## config.mk

```make
export PLATFORM = sky130hd
export DESIGN_NAME = port_wrr_scheduler
export DESIGN_NICKNAME = d
export VERILOG_FILES = /design/src/rtl/port_wrr_scheduler.sv
export SDC_FILE = /design/constraint.sdc
export NUM_CORES = 1
export LEC_CHECK = 0
export ABC_AREA = 1
export CAP_MARGIN = 25
export CORE_ASPECT_RATIO = 1.2
export CORE_MARGIN = 2
export CORE_UTILIZATION = 40
export DETAILED_ROUTE_END_ITERATION = 6
export HOLD_SLACK_MARGIN = 0.1
export PLACE_DENSITY_LB_ADDON = 0.3
export SLEW_MARGIN = 20
export SYNTH_ARGS = -nofsm -noshare
export SYNTH_HDL_FRONTEND = slang
export SYNTH_SLANG_ARGS = --single-unit
```

## constraint.sdc

```tcl
create_clock -name clk -period 5.1 [get_ports clk]
set_input_delay 1.53 -clock clk [delete_from_list [all_inputs] [get_ports clk]]
set_output_delay 1.53 -clock clk [all_outputs]
set_load 0.02 [all_outputs]
```

## src/rtl/port_wrr_scheduler.sv

```systemverilog
// Per-output-port packet scheduler: picks the next priority queue to dequeue,
// by strict priority or by weighted round robin (credit[p] = p+1 per round).
// One packet in flight at a time; requests are gated by the port's ready.
//
// Handshake: rd_req/rd_prio are held stable from the cycle rd_req rises until
// the cycle rd_ack is sampled high, or until the request is withdrawn because
// ready or queue_nonempty[rd_prio] fell. rd_done is a one-cycle pulse that is
// only honoured in XFER.
module port_wrr_scheduler #(
  parameter int NPRIO = 8,
  parameter int PW    = 3,
  parameter int CW    = 4
) (
  input  logic             clk,
  input  logic             rst,
  input  logic [NPRIO-1:0] queue_nonempty,
  input  logic             ready,
  input  logic             wrr_enable,
  input  logic             rd_ack,
  input  logic             rd_done,
  output logic             rd_req,
  output logic [PW-1:0]    rd_prio,
  output logic             busy,
  output logic             round_done
);

  typedef enum logic [1:0] {
    IDLE  = 2'd0,
    ARB   = 2'd1,
    ISSUE = 2'd2,
    XFER  = 2'd3
  } state_t;

  state_t           state;
  state_t           state_nx;
  logic [CW-1:0]    credit [NPRIO];
  logic             wrr_q;        // mode seen in the most recent ARB cycle
  logic             mode_rise;    // strict -> WRR switch seen in this ARB cycle
  logic [NPRIO-1:0] elig;
  logic             any_ne;
  logic [PW-1:0]    sel;
  logic             do_latch;
  logic             do_reload;
  logic             do_spend;

  // Highest set bit wins: a larger priority index is more urgent.
  function automatic logic [PW-1:0] top_bit(input logic [NPRIO-1:0] v);
    logic [PW-1:0] r;
    r = '0;
    for (int p = 0; p < NPRIO; p++) begin
      if (v[p]) r = PW'(p);
    end
    return r;
  endfunction

  // Eligibility and selection; a mode switch into WRR counts as full credits.
  always_comb begin
    any_ne    = |queue_nonempty;
    mode_rise = (state == ARB) && wrr_enable && !wrr_q;
    for (int p = 0; p < NPRIO; p++) begin
      elig[p] = queue_nonempty[p] && (mode_rise || (credit[p] != '0));
    end
    sel = wrr_enable ? top_bit(elig) : top_bit(queue_nonempty);
  end

  // Next-state and control strobes.
  always_comb begin
    state_nx  = state;
    do_latch  = 1'b0;
    do_reload = 1'b0;
    do_spend  = 1'b0;
    case (state)
      IDLE: begin
        if (ready && any_ne) state_nx = ARB;
      end
      ARB: begin
        if (!ready || !any_ne) begin
          state_nx = IDLE;
        end else if (wrr_enable && (elig == '0)) begin
          do_reload = 1'b1;
        end else begin
          do_latch = 1'b1;
          state_nx = ISSUE;
        end
      end
      ISSUE: begin
        if (rd_ack) begin
          state_nx = XFER;
          do_spend = wrr_q;
        end else if (!ready || !queue_nonempty[rd_prio]) begin
          state_nx = IDLE;
        end
      end
      XFER: begin
        if (rd_done) state_nx = (ready && any_ne) ? ARB : IDLE;
      end
      default: state_nx = IDLE;
    endcase
  end

  // State register, selected queue, mode latch and round pulse.
  always_ff @(posedge clk or posedge rst) begin
    if (rst) begin
      state      <= IDLE;
      rd_prio    <= '0;
      wrr_q      <= 1'b0;
      round_done <= 1'b0;
    end else begin
      state      <= state_nx;
      round_done <= do_reload;
      if (do_latch) rd_prio <= sel;
      if (state == ARB) wrr_q <= wrr_enable;
    end
  end

  // WRR credits: reload on exhaustion or mode switch, spend one per accepted packet.
  always_ff @(posedge clk or posedge rst) begin
    if (rst) begin
      for (int p = 0; p < NPRIO; p++) credit[p] <= CW'(p + 1);
    end else if (do_reload || mode_rise) begin
      for (int p = 0; p < NPRIO; p++) credit[p] <= CW'(p + 1);
    end else if (do_spend && (credit[rd_prio] != '0)) begin
      credit[rd_prio] <= credit[rd_prio] - 1'b1;
    end
  end

  assign rd_req = (state == ISSUE);
  assign busy   = (state == ISSUE) || (state == XFER);

endmodule

```

# Word level (Yosys, flattened, before mapping)
# Cells that the tools add are included.
dict set report totals {
  reg_bits 39
  inputBits 14
  output_inout_bits 6
  elab_cells 109
}
dict set report op_classes {
  n_addsub 1
  magnitude_cmp 3
  n_reduce_logical 44
  n_eq_ne 7
  muxes 41
  bitwise_logic 1
}
# operator count
set op_table {}
lappend op_table {{32-bit two-way mux} 2}
lappend op_table {{3-bit two-way mux} 13}
lappend op_table {{4-bit nonzero test} 9}
lappend op_table {{32-bit bitwise mux} 1}
lappend op_table {{1-bit logical AND} 14}
lappend op_table {{4-bit binary-select mux with 3-bit select} 1}
lappend op_table {{4-bit demux with 3-bit select} 1}
lappend op_table {{1-bit logical OR} 12}
lappend op_table {{1-bit two-way mux} 12}
lappend op_table {{2-bit two-way mux} 6}
lappend op_table {{4-bit two-way mux} 3}
lappend op_table {{8-bit logical NOT} 1}
lappend op_table {{2-bit one-hot mux with 4 select lines} 1}
lappend op_table {{8-bit OR reduction} 1}
lappend op_table {{2-bit equality test, second input constant} 2}
lappend op_table {{4-bit greater-or-equal comparator, second input constant} 1}
lappend op_table {{1-bit logical NOT} 4}
lappend op_table {{3-bit by 4-bit less-than comparator with 1-bit output, second input constant} 1}
lappend op_table {{4-bit by 1-bit less-than comparator with 1-bit output, second input constant} 1}
lappend op_table {{2-bit inequality test, second input constant} 2}
lappend op_table {{3-bit inverter with 4-bit output} 1}
lappend op_table {{4-bit AND reduction} 1}
lappend op_table {{4-bit by 1-bit subtractor with 4-bit output, second input constant} 1}
lappend op_table {{1-bit binary-select mux with 3-bit select} 1}
lappend op_table {{other kinds (5)} 5}

# Longest topological paths before layout
# Gate-level depths: netlist of run 1.
dict set report depth {
  ltp_word 13
  ltp_mapped 18
  mapped_depth_nobuf 16
}

# Least setup slack after synthesis of run 1
# OpenSTA, ideal clock, no wires.
dict set report synth_timing {
  kind {in2reg}
  startpoint {input queue_nonempty[6]}
  endpoint {register credit[8] in the netlist's numbering}
  path_buffers 1
  setup_time_ps 65
  arrival_ps 2654
  setup_slack_ps 2381
  cell_stages 11
  t_required_ps 5035
  cell_sequence {or2_1 -> nor2_1 -> inv_1 -> o21ai_1 -> nor2_1 -> nand3_4 -> nand2_4 -> buf_6 -> nor2_2 -> nand2_1 -> nand2_1}
}
dict set report synth_via {
  elab_chain_len 8
  word_cells_on_any_way 12
  cone_classes {4 x mux; 8 x reduce/logical}
}
# item line_no
set synth_lines {}
lappend synth_lines {{start: declaration} 16} ;# input logic [NPRIO-1:0] queue_nonempty,
lappend synth_lines {{1-bit logical AND} 61} ;# elig[p] = queue_nonempty[p] && (mode_rise || (credit[p] != '0));
lappend synth_lines {{8-bit logical NOT} 79} ;# end else if (wrr_enable && (elig == '0)) begin
lappend synth_lines {{1-bit logical AND} 79}
lappend synth_lines {{1-bit two-way mux} 79}
lappend synth_lines {{1-bit two-way mux (*)} 77} ;# if (!ready || !any_ne) begin
lappend synth_lines {{1-bit two-way mux (*)} 72} ;# case (state)
lappend synth_lines {{1-bit logical OR (*)} 120} ;# end else if (do_reload || mode_rise) begin
lappend synth_lines {{32-bit two-way mux / 2-bit nonzero test (equally long branches)} --}
lappend synth_lines {{end signal: indexed assignment} 123} ;# credit[rd_prio] <= credit[rd_prio] - 1'b1;
lappend synth_lines {{end: declaration} 36} ;# logic [CW-1:0] credit [NPRIO];
# Mark *: on every way between the ends. The rest lies on a longest branch, timed or not.
# A chain may end at the register's enable or synchronous reset.

# Worst setup path in the final report of run 1
dict set report layout_timing {
  startpoint {input wrr_enable}
  endpoint {register credit[13] in the netlist's numbering}
}
dict set report layout_via {
  elab_chain_len 11
  word_cells_on_any_way 26
  cone_classes {4 x mux; 22 x reduce/logical}
}
# item line_no
set layout_lines {}
lappend layout_lines {{start: declaration} 18} ;# input logic wrr_enable,
lappend layout_lines {{1-bit logical AND (2 in a row)} 59} ;# mode_rise = (state == ARB) && wrr_enable && !wrr_q;
lappend layout_lines {{1-bit logical OR} 61}
lappend layout_lines {{1-bit logical AND} 61}
lappend layout_lines {{8-bit logical NOT} 79}
lappend layout_lines {{1-bit logical AND} 79}
lappend layout_lines {{1-bit two-way mux} 79}
lappend layout_lines {{1-bit two-way mux} 77}
lappend layout_lines {{1-bit two-way mux} 72}
lappend layout_lines {{1-bit logical OR (*)} 120}
lappend layout_lines {{32-bit two-way mux / 2-bit nonzero test (equally long branches)} --}
# Marks and branches as above.

==> impl_metrics.yaml, run 1 <==
sta:
  skew_ps: 6.84
  hold_violations: 0
  timing.final.crit_share_pct: 67.0
  fmax_mhz: 292
  rsz0062_at_grt: "no"
  layout_setup_ws_ps: 1680
  worst_slew_pin_slew_ps: 629
  relSlewSlack_pct: 57.9
  period_needed_ps: 3420
  fin_setup_tns_ps: 0
  final-max-slew-violation-count: 0
  setup_viol: 0
worst_hold_path:
  hold_path_class: "flip-flop to flip-flop"
  min_from: "credit[21]"
  min_to: "credit[21]"
  min_path_cells: 2
worst_setup_path:
  arrival_ps: 3610
  worstSetupEndpointType: "flip-flop"
  startpoint_type: "primary input"
  path_max_fanout: 17
  crit_type: "primary input to flip-flop"
  worstPathRequired_ps: 5290
  reg2reg_from: "rd_prio[1]"
  r2r-end: "credit[29]"
  reg2reg_depth: 13
  ff2ff_setup_slack_ps: 2210
grt:
  grt-busiest-layer: "met2"
  grt_pass1_wl_um: 12200
  grt_pass1_vias: 2695
  grtUsageMet3_pct: 2.88
  overflow: 0
  grt_use_met1_pct: 24.0
  grt_max_degree: 40
  antenna_found_initial: 0
  met2_usage_pct: 38.4
  grt.total_usage_pct: 21.1
logic_synthesis:
  synthCells: 433
  synth_top_area_share_pct: 27.1
  syn_avg_cell_area_um2: 6.26
  netlist_top_cells_count: "196 x nand2_1, 40 x inv_1, 36 x nand3_1, 33 x nor2_1, 26 x dfrtp_1"
  synth_async_sr_flop_share_pct: 100
  yosys_warnings: 0
  synth.distinct_cells: 30
  yosys.area.top_type: "nand2_1"
  synth_seq_cells: 39
  syn_area_um2: 2710
  ys.flop_type: "dfrtp_1"
  synth.top_cells.by_area: "nand2_1 27%, dfrtp_1 24%, dfstp_2 13%, nand3_1 6.6%, inv_1 5.5%"
  synth_fp_nets: 448
  synth.most_common_cell: "nand2_1"
  synth_seq_area_share_pct: 36.6
  synth_edf_count: 0
clock_tree:
  cts_buffer_depth: 2
  clk_latency_ps: 300
  htree_levels: 2
  hold_buffers: 0
  cts_tree: "built"
  cts.clk_slew.worst_paths_ps: 80
  cts_inserted_buffers: 5
  cts_num_sinks: 39
  cts-root-buf: "clkbuf_8"
  post_cts_buffers: 0
  cts_resized: 0
die:
  initial_core_util_pct: 41.8
  die_x_um: 79.2
  ios: 20
  die_h_um: 94.2
  fp-row-count: 32
  core_area_um2: 6490
  dieArea_um2: 7460
power:
  power.density_nw_per_um2: 596
  intPower_uw: 843
  pwr-share-seq_pct: 29.9
  p_comb_share_pct: 58.6
  swShare_pct: 53.1
  clockPowerShare_pct: 11.5
  vdd_drop_max_uv: 259
  finalPower_mw: 1.80
  p_leak_nw: 1.65
  power_switching_uw: 955
routing:
  wl_per_cell_um: 13.4
  drc: 0
  vias: 2716
  drt_iter0_drc: 262
  via_per_inst: 5.09
  first_pass_iters: 4
  antenna_left: 0
  route.final.wire_length_um: 7140
placement:
  port_buffers: 19
  placed_cells: 526
  pre_cts_slack_ps: 1370
  dp.final_hpwl_um: 5200
  place.gp.congestion: 0.880
final_layout:
  num-nets-final: 463
  instances_no_fill: 534
  drive_gt1_share_pct: 9.35
  diodes: 0
  syn2layout_area_growth_pct: 11.2
  utilization_pct: 46.5
outcome:
  status: "complete, no violations"
flow_run:
  maxCapViolCount: 0
==> logic make-up (layout without fill, tap and decap cells) <==
family | Yosys count | after routing | synth area share (%)
compound gates | 36 | 36 | 6.64
fa+ha+maj | 1 | 1 | 0.461
buf+inv | 63 | 79 | 10.3
flops | 39 | 39 | 36.6
simple gates | 294 | 294 | 46.0
==> layer usage <==
| metal | share of wire, % | vias to the layer above | routed length [um] |
|---|---|---|---|
| met5 | 0 | - | 0 |
| met4 | 3.1 | 0 | 220 |
| met3 | 5.4 | 17 | 383 |
| met2 | 51 | 90 | 3620 |
| met1 | 41 | 1244 | 2910 |
| li1 | - | 1365 | - |
==> critical path, stage by stage <==
cell and delay (ps):
clkdlybuf4s50_1 560, nand4_4 290, nand3_1 110, nand2_1 90, nand2_1 70, nor2_1 230
nand3_4 220, nand2_4 230, inv_2 130, nand3_1 90, nand2_1 60
==> worst max-delay path by stage <==
stage                                 start         end  slack (ps)  cells past startpoint
after global routing             wrr_enable  credit[13]        1450                     11
after floorplan           queue_nonempty[6]   credit[8]        2380                     11
final                            wrr_enable  credit[13]        1680                     11
after global placement           wrr_enable  credit[13]        1460                     11
after detailed placement         wrr_enable  credit[13]        1370                     11
after CTS                        wrr_enable  credit[13]        1680                     11
==> layout make-up <==
class	count	area [um^2]
Tap cell	85	106
Sequential cell	39	992
Clock buffer	5	68.8
Fill cell	701	3470
Clock inverter	3	15.0
Multi-Input combinational cell	331	1440
Timing Repair Buffer	21	205
Inverter	50	188
==> registers in the layout (all words and copies together) (netlist names) <==
| register | flops |
|---|---|
| credit | 32 |
| rd_prio | 3 |
| round_done | 1 |
| state | 2 |
| wrr_q | 1 |
==> layout by cell type (no fill, tap or decap) <==
cell type,instances
nor4_1,1
nand3_1,36
o21ai_0,21
and2_0,2
buf_4,2
nor2_4,1
inv_1,40
nand2_4,1
nand2_2,1
o21ai_1,2
dfstp_2,13
nand3_4,1
clkdlybuf4s50_1,19
clkbuf_8,5
nand3b_1,1
dfrtp_1,26
clkinv_1,1
a21oi_1,13
clkinv_2,3
nand4_1,1
nor3_1,10
or2_1,3
nand2_1,196
inv_2,9
nor2_1,33
and3b_1,1
nand4_4,1
nor2_2,5
ha_1,1
==> power by group through the flow <==
stage	sequential, mW	clock, mW	combinational, mW
final	0.537	0.206	1.05
after CTS	0.536	0.212	1.04
after detailed placement	0.541	0	1.03
after global placement	0.540	0	1.02
after global routing	0.550	0.224	1.18
after floorplan	0.506	0	0.778
==> per-stage QoR <==
stage | hold slack [ps] | cell area [um^2]
floorplan | 442 | 2710
CTS | 465 | 3020
global route | 494 | 3020
detailed placement | 455 | 2930
finish | 466 | 3020
global placement | 452 | 2930
No activity file was read; power rests on OpenSTA's default activity.
==> run 2, diff against run 1 <==
==> constraint.sdc (replaced) <==
create_clock -name clk -period 3.2 [get_ports clk]
set_input_delay 0.96 -clock clk [delete_from_list [all_inputs] [get_ports clk]]
set_output_delay 0.96 -clock clk [all_outputs]
set_load 0.02 [all_outputs]
==> run 2 against run 1 <==
Effect of this change: flip-flop and latch count is the same; global-route usage rose by 0.65 points; sequential power up 53%; clock-buffer cell count increased by 2; critical path depth unchanged; largest cell class unchanged; largest power group unchanged.
==> impl_metrics.yaml, run 2 (synthesized netlist as in run 1, its figures left out) <==
final_layout:
  drive_gt1_share_pct: 10.5
  layout_commonest_cell: "nand2_1"
  largest_reg_flops: 32
  final_cell_mix: "196 x nand2_1, 40 x inv_1, 36 x nand3_1, 33 x nor2_1, 26 x dfrtp_1"
  syn2layout_area_growth_pct: 13.4
  multi_input_area_um2: 1440
  fillers: 696
  largest_register: "credit"
  reg_top3: "credit x32, rd_prio x3, state x2"
  diodes: 0
  register_area_um2: 992
  num-nets-final: 470
die:
  fp-row-count: 32
  die_h_um: 94.2
  dieArea_um2: 7460
  ios: 20
  die_x_um: 79.2
  core_area_um2: 6490
  initial_core_util_pct: 41.8
routing:
  route.final.wire_length_um: 7310
  first_pass_iters: 5
  via_per_inst: 5.11
  drc: 0
  wl_per_cell_um: 13.5
  drt_iter0_drc: 202
  antenna_left: 0
  vias: 2763
sta:
  final-max-slew-violation-count: 0
  setup_viol: 0
  skew_ps: 4.51
  worst_slew_pin_slew_ps: 494
  period_needed_ps: 2630
  hold_violations: 0
  relSlewSlack_pct: 67.1
  fin_setup_tns_ps: 0
  rsz0062_at_grt: "no"
  fmax_mhz: 380
  timing.final.crit_share_pct: 82.2
clock_tree:
  cts_inserted_buffers: 5
  hold_buffers: 0
  cts_tree: "built"
  htree_levels: 2
  clk_latency_ps: 300
  cts_buffer_depth: 2
  cts.clk_slew.worst_paths_ps: 80
  cts_num_sinks: 39
  cts_resized: 0
  cts-root-buf: "clkbuf_8"
  post_cts_buffers: 0
power:
  power.density_nw_per_um2: 944
  vdd_drop_max_uv: 454
  p_leak_nw: 1.69
  finalPower_mw: 2.91
worst_setup_path:
  path_max_fanout: 14
  worstSetupEndpointType: "flip-flop"
  crit_chain: "clkdlybuf4s50_1 -> nand4_4 -> nand3_1 -> nand2_1 -> nand2_1 -> nor2_1 -> nand3_4 -> nand2_4 -> inv_2 -> nand3_1 -> nand2_1"
  arrival_ps: 2820
  crit_type: "primary input to flip-flop"
  crit_path_frequent_cell: "nand2_1"
  worstPathRequired_ps: 3390
  cp_slowest_cell: "clkdlybuf4s50_1"
  reg2reg_depth: 14
  cpPeakStageDelay_ps: 470
  startpoint_type: "primary input"
placement:
  dp.final_hpwl_um: 5450
  place.gp.congestion: 0.905
  port_buffers: 19
grt:
  grt.total_usage_pct: 21.7
  grt_pass1_vias: 2753
  grt_pass1_wl_um: 12600
  antenna_found_initial: 0
  grt_max_degree: 40
  overflow: 0
outcome:
  status: "complete, no violations"
worst_hold_path:
  hold_path_class: "flip-flop to flip-flop"
  min_path_cells: 2
flow_run:
  maxCapViolCount: 0
run 2: changes by cell type in the layout (fill, tap and decap cells not counted):
cell | previous run | this run
clkbuf_8 | 5 | 6
clkinv_2 | 3 | 1
clkbuf_1 | 0 | 1
buf_4 | 2 | 9
run 2: area by class of cell:
cell class / count / area share (%)
Clock inverter: 1 / 0.163
Sequential cell: 39 / 32.2
Clock buffer: 7 / 2.81
Inverter: 50 / 6.10
Tap cell: 85 / 3.46
Multi-Input combinational cell: 331 / 46.8
Timing Repair Buffer: 28 / 8.38
run 2: stage by stage:
stage	util (%)	instance area (um^2)	setup WS, ps	hold slack [ps]	instances
after floorplan	-	2710	1030	442	433
after detailed placement	46.0	2990	259	451	533
after CTS	47.4	3080	568	463	541
after global placement	46.0	2990	307	451	533
after global routing	47.4	3080	334	493	541
final	47.4	3080	570	460	541
run 2: critical path: cells and delay by family:
kind / cells / cell delay, ps
simple gates: 9 / 1270
buf+inv: 2 / 600
run 2: layer usage:
layer / GRT usage, % / part of all wire (%) / up-vias
met5: 0 / 0 / -
met4: 8.91 / 2.6 / 0
met3: 3.56 / 5.6 / 18
met2: 40.0 / 50 / 91
met1: 24.5 / 41 / 1269
li1: - / - / 1385
run 2: path summary, 6_finish.rpt:
path / slack, ps / start / to
worst max-delay path: 570 / wrr_enable / credit[13]
worst min-delay path: 460 / credit[21] / credit[21]
worst max register to register: 700 / rd_prio[0] / credit[29]
worst min register to register: 460 / credit[21] / credit[21]
max in group asynchronous: 1750 / rst / credit[3]
min in group asynchronous: 1070 / rst / credit[29]
run 2: report_power, final:
| group | total [mW] | leakage (nW) | internal, mW | switching (mW) |
|---|---|---|---|---|
| Sequential | 0.819 | 0.488 | 0.696 | 0.122 |
| Combinational | 1.74 | 1.15 | 0.537 | 1.20 |
| Clock | 0.345 | 0.0482 | 0.174 | 0.171 |
